[config.mk]
export PLATFORM = sky130hd
export DESIGN_NAME = uart_bus_master
export DESIGN_NICKNAME = d
export VERILOG_FILES = /design/src/rtl/uart_bus_master.sv
export SDC_FILE = /design/constraint.sdc
export NUM_CORES = 1
export LEC_CHECK = 0
export ABC_AREA = 1
export CAP_MARGIN = 40
export CORE_UTILIZATION = 50
export DETAILED_ROUTE_END_ITERATION = 6
export DONT_BUFFER_PORTS = 1
export GPL_ROUTABILITY_DRIVEN = 0
export SLEW_MARGIN = 25
export SYNTH_ARGS = -nofsm -noshare
export SYNTH_HDL_FRONTEND = slang
export SYNTH_SLANG_ARGS = --single-unit
[constraint.sdc]
create_clock -name clk -period 5.3 [get_ports clk]
set_clock_uncertainty 0.2 [all_clocks]
set_input_delay 0.265 -clock clk [delete_from_list [all_inputs] [get_ports clk]]
set_output_delay 0.265 -clock clk [all_outputs]
set_load 0.01 [all_outputs]
[src/rtl/uart_bus_master.sv]
// rtl/uart_bus_master.sv - UART command decoder issuing single 32-bit bus transactions
module uart_bus_master #(
  parameter int unsigned BUS_TIMEOUT  = 1024,
  parameter int unsigned IDLE_TIMEOUT = 100000
) (
  input  logic        clk,
  input  logic        reset_n,
  input  logic [7:0]  i_rx_data,
  input  logic        i_rx_valid,
  output logic [7:0]  o_tx_data,
  output logic        o_tx_start,
  input  logic        i_tx_done,
  output logic        o_mem_valid,
  output logic [31:0] o_mem_addr,
  output logic [31:0] o_mem_wdata,
  output logic [3:0]  o_mem_wstrb,
  input  logic        i_mem_ready,
  input  logic [31:0] i_mem_rdata,
  output logic        o_busy,
  output logic        o_overrun
);
  localparam logic [7:0] CMD_W = 8'h57;
  localparam logic [7:0] CMD_R = 8'h52;
  localparam logic [7:0] ACK   = 8'h06;
  localparam logic [7:0] NAK   = 8'h15;
  localparam int unsigned MAX_T = (BUS_TIMEOUT > IDLE_TIMEOUT) ? BUS_TIMEOUT : IDLE_TIMEOUT;
  localparam int CW = $clog2(MAX_T + 1);
  localparam logic [CW-1:0] BUS_LAST  = CW'(BUS_TIMEOUT - 1);
  localparam logic [CW-1:0] IDLE_LAST = CW'(IDLE_TIMEOUT - 1);

  typedef enum logic [2:0] {
    S_IDLE, S_ADDR, S_WDATA, S_BUS, S_SEND, S_WAIT_DONE
  } state_t;

  state_t        r_state;
  logic          r_write;
  logic          r_nak;
  logic          r_data_phase;
  logic [1:0]    r_idx;
  logic [CW-1:0] r_cnt;
  logic [31:0]   r_rdata;
  logic [7:0]    w_resp_byte;
  logic          w_no_accept;

  // Status byte first; read data follows from r_rdata once r_data_phase is set.
  always_comb begin
    w_resp_byte = r_nak ? NAK : ACK;
    if (r_data_phase) begin
      w_resp_byte = r_rdata[{r_idx, 3'b000} +: 8];
    end
  end

  assign w_no_accept = (r_state == S_BUS) || (r_state == S_SEND) || (r_state == S_WAIT_DONE);
  assign o_busy      = (r_state != S_IDLE);

  always_ff @(posedge clk or negedge reset_n) begin
    if (!reset_n) begin
      r_state      <= S_IDLE;
      r_write      <= 1'b0;
      r_nak        <= 1'b0;
      r_data_phase <= 1'b0;
      r_idx        <= 2'd0;
      r_cnt        <= '0;
      r_rdata      <= 32'h0;
      o_tx_data    <= 8'h0;
      o_tx_start   <= 1'b0;
      o_mem_valid  <= 1'b0;
      o_mem_addr   <= 32'h0;
      o_mem_wdata  <= 32'h0;
      o_mem_wstrb  <= 4'h0;
      o_overrun    <= 1'b0;
    end else begin
      o_tx_start <= 1'b0;
      o_overrun  <= i_rx_valid && w_no_accept;
      case (r_state)
        S_IDLE: begin
          if (i_rx_valid) begin
            if (i_rx_data == CMD_W || i_rx_data == CMD_R) begin
              r_write <= (i_rx_data == CMD_W);
              r_idx   <= 2'd0;
              r_cnt   <= '0;
              r_state <= S_ADDR;
            end else begin
              r_nak        <= 1'b1;
              r_data_phase <= 1'b0;
              r_state      <= S_SEND;
            end
          end
        end
        S_ADDR, S_WDATA: begin
          if (i_rx_valid) begin
            r_cnt <= '0;
            r_idx <= r_idx + 2'd1;
            if (r_state == S_ADDR) begin
              o_mem_addr <= {i_rx_data, o_mem_addr[31:8]};
            end else begin
              o_mem_wdata <= {i_rx_data, o_mem_wdata[31:8]};
            end
            if (r_idx == 2'd3) begin
              if (r_state == S_ADDR && r_write) begin
                r_state <= S_WDATA;
              end else begin
                o_mem_valid <= 1'b1;
                o_mem_wstrb <= r_write ? 4'hF : 4'h0;
                r_state     <= S_BUS;
              end
            end
          end else if (r_cnt == IDLE_LAST) begin
            r_state <= S_IDLE;
          end else begin
            r_cnt <= r_cnt + 1'b1;
          end
        end
        S_BUS: begin
          if (i_mem_ready) begin
            o_mem_valid  <= 1'b0;
            o_mem_wstrb  <= 4'h0;
            r_rdata      <= i_mem_rdata;
            r_nak        <= 1'b0;
            r_data_phase <= 1'b0;
            r_state      <= S_SEND;
          end else if (r_cnt == BUS_LAST) begin
            o_mem_valid  <= 1'b0;
            o_mem_wstrb  <= 4'h0;
            r_nak        <= 1'b1;
            r_data_phase <= 1'b0;
            r_state      <= S_SEND;
          end else begin
            r_cnt <= r_cnt + 1'b1;
          end
        end
        S_SEND: begin
          o_tx_data  <= w_resp_byte;
          o_tx_start <= 1'b1;
          r_state    <= S_WAIT_DONE;
        end
        S_WAIT_DONE: begin
          if (i_tx_done) begin
            if (!r_data_phase && !r_nak && !r_write) begin
              r_data_phase <= 1'b1;
              r_idx        <= 2'd0;
              r_state      <= S_SEND;
            end else if (r_data_phase && r_idx != 2'd3) begin
              r_idx   <= r_idx + 2'd1;
              r_state <= S_SEND;
            end else begin
              r_state <= S_IDLE;
            end
          end
        end
        default: r_state <= S_IDLE;
      endcase
    end
  end
endmodule

Yosys cells after proc, flatten, opt, wreduce, memory -nomap -nowiden

Index checks and enable logic that the tools add are counted.

Output and inout bits: 80
Input bits: 45
Bits in registers: 136

Add/subtract/negate cells: 2
Shift operators: 1
Eq/ne operators: 26
Bitwise gates (word level): 1
Reductions and logical operators: 29
Mux-type cells: 52

Operators by type and width:

| cell                    | number |
|---|---|
| $mux W17                | 6 |
| $pmux W17 S3            | 1 |
| $shiftx A32 B6 Y8       | 1 |
| $mux W3                 | 10 |
| $mux W4                 | 6 |
| $ne A2 B2 Y1 const B    | 10 |
| $reduce_and A6 Y1       | 3 |
| $add A17 B1 Y17 const B | 1 |
| $eq A17 B10 Y1 const B  | 1 |
| $eq A17 B17 Y1 const B  | 1 |
| $eq A8 B7 Y1 const B    | 2 |
| $mux W1                 | 15 |
| $pmux W3 S5             | 1 |
| $mux W2                 | 6 |
| $reduce_bool A3 Y1      | 4 |
| $reduce_and A5 Y1       | 2 |
| $ne A3 B3 Y1 const B    | 3 |
| $reduce_and A3 Y1       | 3 |
| $mux W8                 | 1 |
| $pmux W4 S2             | 1 |
| $eq A3 B2 Y1 const B    | 2 |
| $eq A3 B3 Y1 const B    | 2 |
| $pmux W2 S3             | 1 |
| $logic_and A1 B1 Y1     | 5 |
| 17 further kinds        | 23 |

Depth between registers and ports, before layout

Word-level depth: 6
Mapped depth: 12

Worst setup path after synthesis

No wires, ideal clock.

Path type: reg2reg
Start: reg r_cnt[0]
End: reg r_cnt[1]
Stages on the path, launching flop included: 12
Arrival: 1476 ps
Path slack: 3508 ps
Path through: dfrtp_1 -> ha_1 -> nand2_1 -> nor2_2 -> nand2_1 -> inv_1 -> nand2_1 -> nor2_2 -> inv_2 -> buf_2 -> nand3b_1 -> nand2_1

Cells in the longest elaborated chain, start to end: 4

RTL lines:

| element                            | RTL line | RTL |
|---|---|---|
| start, declared                    | 40       | `logic [CW-1:0] r_cnt;` |
| start signal, assigned             | 111      | `r_cnt <= r_cnt + 1'b1;` |
| start signal, assigned             | 129      | `r_cnt <= r_cnt + 1'b1;` |
| $add A17 B1 Y17                    | 111, 129 |  |
| $mux W17, on equally long branches | 122, 108 |  |
| $mux W17, on equally long branches | 115, 91  |  |
| $pmux W17 S3                       | 75       | `case (r_state)` |

Several ways; a longest one is shown, not always the timed one. The select of a mux whose other input is x is not followed.
A chain may end at the register's enable or synchronous reset.

Worst setup path in the final report

Start: reg r_state[2]
End: reg r_cnt[7]

Cells in the longest elaborated chain, start to end: 4

RTL lines:

| element                                                      | RTL line | RTL |
|---|---|---|
| start, declared                                              | 35       | `state_t r_state;` |
| start signal, assigned                                       | 58       | `r_state <= S_IDLE;` |
| start signal, assigned                                       | 82       | `r_state <= S_ADDR;` |
| start signal, assigned                                       | 86       | `r_state <= S_SEND;` |
| $eq A3 B1 Y1 or $eq A3 B2 Y1 (tied branches)                 | 75       |  |
| $reduce_or A2 Y1                                             | 75       |  |
| $ne A3 B3 Y1 (no line) or $reduce_bool A3 Y1 (tied branches) | --       |  |
| $reduce_and A6 Y1 (no line)                                  | --       |  |

Several ways; a longest one is shown, not always the timed one.

==> results.tsv <==
stage	metric	value	unit
outcome	outcome	complete, no violations	
die	Core Rows	40	
clock_tree	clock slew at reported path FFs	60	ps
place	placed cell count	866	
setup_path	CP Max Fanout	37	
clock_tree	CTS Buf Count	17	
place	Post-DP Area	0.00636	mm^2
setup_path	r2r worst-path depth	9	
cells_and_area	area grow syn2layout	17.3	%
setup_path	CP Data Arrival Time	2590	ps
timing	Least-Margin Pin Slew	694	ps
timing	Slew headroom	53.7	%
route	Post-DRT Antenna Nets	0	
setup_path	critical path capture point	r_cnt[7]	
synthesis	synthesized instance count	727	
timing	Worst Hold Slack	23.2	ps
timing	Final period util	46.8	%
synthesis	Yosys top cell by area	dfrtp_1	
synthesis	asr flop ratio synth	100	%
pwr	Peak VDD IR	319	uV
clock_tree	Clk Latency, worst-skew pair	420	ps
cells_and_area	n_diodes	0	
setup_path	most frequent CP cell	nand2_1	
timing	Setup WS post-layout	2820	ps
route	DR WL/cell	15.0	um
timing	setup repair after global routing missed its margin	no	
clock_tree	Clock Tree Root	clkbuf_16	
global_routing	vias in the first global route	4764	
global_routing	GR Util All Layers	23.2	%
synthesis	synthesized cell area	0.00630	mm^2
timing	min Tclk post-route	2480	ps
timing	Final Hold Vio Count	0	
global_routing	global-route wire length before repair	23200	um
cells_and_area	fin area	0.00739	mm^2
timing	final setup fails	0	
clock_tree	CTS tree	yes	
setup_path	critical path type	reg -> reg	
clock_tree	setup repair bufs after CTS	0	
job	MaxCap Viol Count	0	
setup_path	RR Startpoint	r_state[2]	
clock_tree	clock sink total	133	
synthesis	top-count cell post-synth	nand2_1	
route	Post-Route WL	14200	um
clock_tree	Max clock buf depth	2	
clock_tree	Resized Gates After CTS	0	
die	Die Span Y	114	um
clock_tree	Clock H-tree levels	4	
place	Post-Place Setup Slack	2820	ps
setup_path	Worst path depth	9	
global_routing	largest net degree at the start of global routing	134	
pwr	Pwr Density	553	mW/mm^2
die	Die Width	114	um
cells_and_area	share of cells above drive strength 1	12.8	%
global_routing	GRT overflow	0	
timing	Setup TNS	0	ps
place	Post-DP HPWL	9600	um
cells_and_area	Final Non-Filler Cells	943	
min_path	min-delay src	i_mem_ready	
cells_and_area	Post-layout nets	809	
setup_path	Worst Path Buf+Inv	1	
setup_path	CP peak stage delay	580	ps
route	routed vias	4936	
setup_path	crit path cell chain	nor2_8 > nand2_4 > nand3_2 > inv_2 > nand2_1 > nor2_2 > nand2_4 > nand2_1 > nand2_1	
die	Starting Density	51.8	%
synthesis	Seq cells post-synth	133	
die	Core ar.	0.0122	mm^2
setup_path	Top delay family on crit path	simple AND/OR/NAND/NOR gates	
route	vias per cell	5.23	
setup_path	R2R Setup Slk	2820	ps
synthesis	Mapped Nets	774	
synthesis	most common library cells after synthesis	nand2_1 (168), dfrtp_1 (133), nor2_1 (84)	
die	die area	0.0131	mm^2
setup_path	crit path max-delay cell type	dfrtp_1	
synthesis	area share of the largest cell type after synthesis	52.8	%
route	initial DRC count	356	
min_path	Hold Crit Class	in -> reg	
die	Ports	125	
setup_path	WP data required	5410	ps
synthesis	sequential share of the synthesized area	52.8	%
setup_path	startpoint types	flip-flop	
synthesis	average size of a mapped cell	8.67	um^2
synthesis	Synth Flop Type	dfrtp_1	
pwr	leak pwr	3.60	nW
timing	fin. max-slew vios	0	
global_routing	antenna violations before repair	0	
place	IO Port Bufs	0	
synthesis	Synth area leaders	dfrtp_1 (53%), nand2_1 (10%), mux2_2 (6.6%)	
setup_path	r2r endpoint	r_cnt[7]	
route	DR pass1 iterations	5	
route	drt drc	0	
synthesis	EDFF count, synth	0	
pwr	total power	4.09	mW
synthesis	Unique masters post-synth	34	
timing	fmax	0.403	GHz
synthesis	Yosys warnings	0	
setup_path	crit path from	r_state[2]	
cells_and_area	Core Util, Final	60.8	%
setup_path	critical path capture point type	flip-flop	
[tightest hold or removal path: cells and delay by family]
| kind | cells | cell delay (ps) |
|---|---|---|
| AND/OR/NAND/NOR | 4 | 340 |
[placed cells by master, fill, tap and decap left out, types with 9 or more instances in the layout]
| master | count |
|---|---|
| nor2_1 | 84 |
| a21oi_1 | 27 |
| nand2_1 | 168 |
| nand4_1 | 11 |
| nand3_1 | 42 |
| dfrtp_1 | 133 |
| mux2_2 | 37 |
| clkbuf_16 | 17 |
| o21ai_1 | 9 |
| dlygate4sd3_1 | 44 |
| o21ai_0 | 61 |
| inv_1 | 67 |
[worst min path at each step]
stage	endpoint	slack, ps	depth (start not counted)
after detailed placement	o_mem_wdata[13]	-230	0
after CTS	r_state[0]	3	4
final	o_mem_valid	20	4
after floorplan	o_mem_addr[0]	-230	0
after global placement	o_mem_wdata[5]	-230	0
after global routing	o_mem_valid	30	4
[where the power goes]
part | internal [mW] | switching (mW)
Clock | 0.646 | 0.456
Sequential | 1.43 | 0.473
Combinational | 0.431 | 0.652
Total | 2.51 | 1.58
[flip-flops by register name (all words and copies together), names as in the netlist]
register,flops
o_mem_wdata,32
o_mem_addr,32
r_write,1
r_idx,2
r_state,3
o_tx_start,1
o_mem_wstrb,1
o_overrun,1
r_cnt,17
o_tx_data,8
r_data_phase,1
o_mem_valid,1
r_rdata,32
r_nak,1
[final cells by class]
type,instances,area [um^2]
timing repair buffer,47,483
tap,168,210
clock inverter,15,130
inverter,74,278
fill,1085,4770
sequential,133,3330
clock buffer,17,425
multi-input combinational,489,2530
[per-layer routing]
layer	vias to the layer above	share of wire, %	track usage, %
met1	2321	43	28.2
met5	-	0	0
li1	2419	-	-
met3	31	6.5	7.15
met2	165	49	38.5
met4	0	2.0	9.44
[what timing repair did]
action                                  in CTS  in global routing
hold endpoints to repair                   186                  0
hold buffers                                45                  0
endpoints found under the setup margin       0                  0
[kinds of logic after synthesis]
kind of cell               Yosys count  share of synthesized area [%]
adders and majority gates            2                          0.397
and+or+nand+nor                    332                           22.8
buffers and inverters              105                           7.09
DFF                                133                           52.8
xor gates and xnor gates             6                          0.834
muxes                               37                           6.61
AOI/OAI and AO/OA                  112                           9.45
Power figures use the tool's default switching activity.
